$ cat config.mk
export PLATFORM = sky130hd
export DESIGN_NAME = cur_blk_pingpong
export DESIGN_NICKNAME = d
export VERILOG_FILES = /design/src/rtl/cur_blk_pingpong_pkg.sv /design/src/rtl/cur_blk_bank.sv /design/src/rtl/cur_blk_pingpong.sv
export SDC_FILE = /design/constraint.sdc
export NUM_CORES = 2
export LEC_CHECK = 0
export CAP_MARGIN = 20
export CORE_UTILIZATION = 58
export CTS_BUF_LIST = sky130_fd_sc_hd__clkbuf_4 sky130_fd_sc_hd__clkbuf_8
export DETAILED_ROUTE_END_ITERATION = 7
export GPL_TIMING_DRIVEN = 0
export PLACE_DENSITY = 0.8
export REMOVE_ABC_BUFFERS = 1
export SLEW_MARGIN = 30
export SYNTH_ARGS = -nofsm -noshare
export SYNTH_HDL_FRONTEND = slang
export SYNTH_SLANG_ARGS = --single-unit
$ cat constraint.sdc
create_clock -name clk -period 44.2 [get_ports clk]
set_input_delay 8.84 -clock clk [delete_from_list [all_inputs] [get_ports clk]]
set_output_delay 8.84 -clock clk [all_outputs]
set_load 0.02 [all_outputs]
$ cat src/rtl/cur_blk_pingpong_pkg.sv
// Shared motion-estimation definitions: default pixel width, clog2 and the
// raster pixel-offset helper used by the current-block, window and SAD blocks.
package cur_blk_pingpong_pkg;

  localparam int PIX_W_DEF = 8;

  function automatic int clog2(input int v);
    int r;
    r = 0;
    for (int i = 0; i < 31; i++) if ((1 << i) < v) r = i + 1;
    return r;
  endfunction

  // Bit offset of pixel (r,c) in a flat raster-ordered block bus.
  function automatic int pix_lsb(input int r, input int c, input int blk_w, input int pix_w);
    return (r * blk_w + c) * pix_w;
  endfunction

endpackage

$ cat src/rtl/cur_blk_bank.sv
// One block bank: BEATS words of LANES pixels, written one beat at a time,
// cleared asynchronously. Beat k holds raster pixels k*LANES .. k*LANES+LANES-1.
module cur_blk_bank
  import cur_blk_pingpong_pkg::*;
#(
  parameter int BLK_W = 8,
  parameter int BLK_H = 8,
  parameter int PIX_W = PIX_W_DEF,
  parameter int LANES = 4,
  localparam int BEATS = BLK_W * BLK_H / LANES,
  localparam int CW    = clog2(BEATS)
) (
  input  logic                           clk,
  input  logic                           rst,
  input  logic                           we,
  input  logic [CW-1:0]                  beat_idx,
  input  logic [LANES*PIX_W-1:0]         wdata,
  output logic [BLK_W*BLK_H*PIX_W-1:0]   q
);

  logic [BEATS-1:0][LANES*PIX_W-1:0] mem_q, mem_d;

  always_comb begin
    mem_d = mem_q;
    if (we) mem_d[beat_idx] = wdata;
  end

  always_ff @(posedge clk or posedge rst) begin
    if (rst) mem_q <= '0;
    else     mem_q <= mem_d;
  end

  assign q = mem_q;

endmodule

$ cat src/rtl/cur_blk_pingpong.sv
// Double-buffered current-block register: fills one bank from a raster beat
// stream while the other bank is presented in parallel to the SAD array.
module cur_blk_pingpong
  import cur_blk_pingpong_pkg::*;
#(
  parameter int BLK_W = 8,
  parameter int BLK_H = 8,
  parameter int PIX_W = PIX_W_DEF,
  parameter int LANES = 4,
  localparam int BEATS = BLK_W * BLK_H / LANES,
  localparam int CW    = clog2(BEATS),
  localparam int BW    = BLK_W * BLK_H * PIX_W
) (
  input  logic                   clk,
  input  logic                   rst,
  input  logic                   in_valid,
  output logic                   in_ready,
  input  logic [LANES*PIX_W-1:0] in_data,
  input  logic                   flush,
  output logic                   blk_valid,
  input  logic                   blk_release,
  output logic [BW-1:0]          blk_data,
  output logic [CW:0]            fill_cnt
);

  logic [1:0]        full_q, full_d;
  logic              wr_sel_q, wr_sel_d;
  logic              rd_sel_q, rd_sel_d;
  logic [CW-1:0]     cnt_q, cnt_d;
  logic              accept, last, rel;
  logic [1:0][BW-1:0] bank_q;

  assign in_ready  = !full_q[wr_sel_q];
  assign blk_valid = full_q[rd_sel_q];
  assign blk_data  = bank_q[rd_sel_q];
  assign fill_cnt  = {1'b0, cnt_q};

  assign accept = in_valid && in_ready && !flush;
  assign last   = accept && (cnt_q == CW'(BEATS - 1));
  assign rel    = blk_release && blk_valid;

  // last and rel always target different banks: last needs the write bank
  // empty, rel needs the read bank full.
  always_comb begin
    full_d   = full_q;
    wr_sel_d = wr_sel_q;
    rd_sel_d = rd_sel_q;
    cnt_d    = cnt_q;
    if (last) begin
      full_d[wr_sel_q] = 1'b1;
      wr_sel_d         = !wr_sel_q;
    end
    if (rel) begin
      full_d[rd_sel_q] = 1'b0;
      rd_sel_d         = !rd_sel_q;
    end
    if (flush)       cnt_d = '0;
    else if (last)   cnt_d = '0;
    else if (accept) cnt_d = cnt_q + 1'b1;
  end

  always_ff @(posedge clk or posedge rst) begin
    if (rst) begin
      full_q   <= 2'b00;
      wr_sel_q <= 1'b0;
      rd_sel_q <= 1'b0;
      cnt_q    <= '0;
    end else begin
      full_q   <= full_d;
      wr_sel_q <= wr_sel_d;
      rd_sel_q <= rd_sel_d;
      cnt_q    <= cnt_d;
    end
  end

  for (genvar b = 0; b < 2; b++) begin : g_bank
    cur_blk_bank #(
      .BLK_W(BLK_W), .BLK_H(BLK_H), .PIX_W(PIX_W), .LANES(LANES)
    ) u_bank (
      .clk     (clk),
      .rst     (rst),
      .we      (accept && (wr_sel_q == 1'(b))),
      .beat_idx(cnt_q),
      .wdata   (in_data),
      .q       (bank_q[b])
    );
  end

endmodule

==> impl_results.md <==
* Initial drt markers at between 1000 and 1500
* CP Capture Type: output pin
* CTS Hold Bufs at 0
* Worst EP required at between 30 and 40 ns
* Top post-synthesis cells by area: dfrtp_1 58%, mux2_2 38%, buf_2 1.1%, clkbuf_1 1.0%, mux2_1 0.60%
* Startpoint types: flop
* Mapped Cells at 2916
* CTS tree: done
* Aggregate global routing overflow at 0
* Status: completed
* I/O pins at about 560
* CTS clk-pin slew, worst paths at ~0.060 ns
* Clk Latency, worst-skew pair at roughly 0.83 ns
* Actual slew at the worst max-slew pin at roughly 0.98 ns
* Num rows at around 100
* Final core utilization at 74.1%
* Cell total after placement at between 4000 and 5000
* DR pass1 iterations at 5
* M1 GR Usage at between 30% and 40%
* FF+latch count, synth at 1032
* Die height at approximately 280 microns
* DR vias/cell at roughly 5.7
* Fillers at 4718
* CP arrival at approximately 3.5 ns
* Register Area at approximately 26000 sq um
* Mean post-synth cell area at roughly 15 sq um
* Fmax at 81.0 MHz
* Final count of pins violating max slew at 0
* Synthesized cell area at 44800 sq um
* Yosys Warn Count at 0
* Routed WL per cell at about 26 microns
* Drt drc at 0
* Final nets at approximately 3500
* Count of flip-flops with a built-in enable after synthesis at 0
* Slew Limit Headroom at approximately a third
* Clk buf depth at 3
* Clock period minus worst slack at 12.35 ns
* RSZ-0062 raised after global routing: false
* Finished Cell Area at roughly 56000 sq um
* Power consumption at around 2.1 mW
* Hold Path Class: flop to flop
* Post-CTS Setup Inserts at 0
* Met3 global-route usage at 8.39%
* Num Clock Sinks at 1032
* Layout Cells excl Fill at around 4700
* Busiest grt layer: met2
* Die ar. at between 70000 and 80000 sq um
* Hold Vio Cnt, Final at 0
* CP Max Fanout at 48
* Vias in the first global route at just under 30000
* Static leakage at roughly 28 nW
* IO Port Bufs at between 500 and 600
* Layout Area Growth over Synthesis at 25.9%
* Post-synthesis sequential area ratio at about 58%
* Leading cell type by number of instances after synthesis: mux2_2
* Asr flop ratio synth at 100%
* Period utilization at 27.9%
* GPL Wtd Cong at 0.799
* Placed cell area at ~53000 sq um
* Synth top area share at between 50 and 60%
* Initial antenna violation count at 3
* Main synth FF type: dfrtp_1
* DP HPWL at 83.4 mm
* Top cell type by total area after synthesis: dfrtp_1
* Synth cell types at 33
* Final hold slack at approximately 0.48 ns
* H-tree levels at 4
* Antenna viol nets, final at 0
* Die Width at roughly 280 microns
* Largest net degree at the start of global routing at slightly below 100
* First-pass GRT wire length at around 180 mm
* Combined area of the multi-input logic cells at 18200 sq um
* Max-Cap Viols at 0
* Top cells by count, synth: 1514 x mux2_2, 1032 x dfrtp_1, 122 x clkbuf_1
* Core ar. at approximately 76000 sq um
* Clk root buf: clkbuf_8
* Overall Global Routing Usage at between 30% and 40%
* Share of cells above drive strength 1 at a little under three fifths
* Peak supply drop at approximately 0.03 mV
* Initial core utilization at a little under 60%
* WS Path Type: flop to output pin
* Drt total wl at 119 mm
* Setup-failing EPs final at 0
* Post-cts gate resize count at 0
* Layout Skew at roughly 0.053 ns
* Met2 Track Usage GR at 50.5%
* CTS buffer count at 170
* Total number of vias at between 20000 and 30000
* Power per Cell Area at 37.6 nW/um^2
[worst paths after layout]
kind                                          from                       to  slack, ns  cells past startpoint
min                        g_bank[1].u_bank.q[483]  g_bank[1].u_bank.q[483]       0.48                      1
min in group asynchronous                      rst  g_bank[0].u_bank.q[134]       8.42                      2
min reg2reg                g_bank[1].u_bank.q[483]  g_bank[1].u_bank.q[483]       0.48                      1
max in group asynchronous                      rst   g_bank[0].u_bank.q[41]      33.74                      6
max reg2reg                               cnt_q[1]  g_bank[1].u_bank.q[498]      40.88                      8
max                                       rd_sel_q            blk_data[247]      31.85                      5
[placed cells by master (no fill, tap or decap), types with 3 or more instances in the layout]
cell and count:
clkdlybuf4s50_1 522, buf_4 22, o21ai_0 3, clkbuf_8 213, nand4_1 4, mux2_1 24
clkinv_2 15, nor4_4 5, inv_6 4, inv_8 4, clkinvlp_4 3, mux2_2 1514
buf_12 7, clkinv_8 4, buf_16 50, bufinv_16 3, a21oi_1 3, nand2b_1 5
nand3_1 4, clkbuf_4 63, buf_2 32, nor3_4 6, buf_6 24, dfrtp_1 1031
inv_1 7, nand3_4 17, ha_1 4
[stage by stage]
stage | setup TNS [ns] | setup slack, ns
finish | 0 | 31.85
global route | 0 | 31.67
CTS | 0 | 31.77
detailed placement | 0 | 31.91
global placement | -2133.14 | -2.21
floorplan | 0 | 6.32
[registers in the layout (all words and copies together) (netlist names)]
register / count
g_bank.u_bank.q: 1024
cnt_q: 4
rd_sel_q: 1
full_q: 2
wr_sel_q: 1
[cell families after synthesis]
logic type / Yosys count / share of synthesized area (%)
multiplexers: 1538 / 38.6
flip-flops: 1032 / 57.6
buffers and inverters: 270 / 2.54
AND/OR/NAND/NOR: 58 / 0.913
AO/OA/AOI/OAI: 12 / 0.173
adder cells (fa/ha/maj): 4 / 0.112
other: 1 / 0.00836
XOR/XNOR: 1 / 0.0195
[report_power, final]
part	internal, mW	switching, mW	total (mW)
combinational	0.0985	0.110	0.209
clock	0.508	0.387	0.896
sequential	0.996	0.0242	1.02
total	1.60	0.522	2.12
[worst max-delay path, cell delays in order (launching register included)]
cell and delay, ns:
dfrtp_4 0.81, buf_16 0.30, buf_12 0.27, buf_16 0.27
mux2_2 0.37, clkdlybuf4s50_1 0.60
[layer usage]
metal  vias up  share of wire, %
met1     14000                40
met2       704                49
met5         -                 0
met4         0               4.9
met3       263               6.3
li1      11600                 -
[cell type report]
class / instances / share of cell area [%]
Timing Repair Buffer: 659 / 13.0
Tap cell: 1030 / 2.28
Sequential cell: 1032 / 45.8
Clock inverter: 33 / 0.598
Clock buffer: 276 / 6.03
Inverter: 8 / 0.0665
Multi-Input combinational cell: 1614 / 32.2
Antenna cell: 2 / 0.00887
No activity file was read; power rests on OpenSTA's default activity.
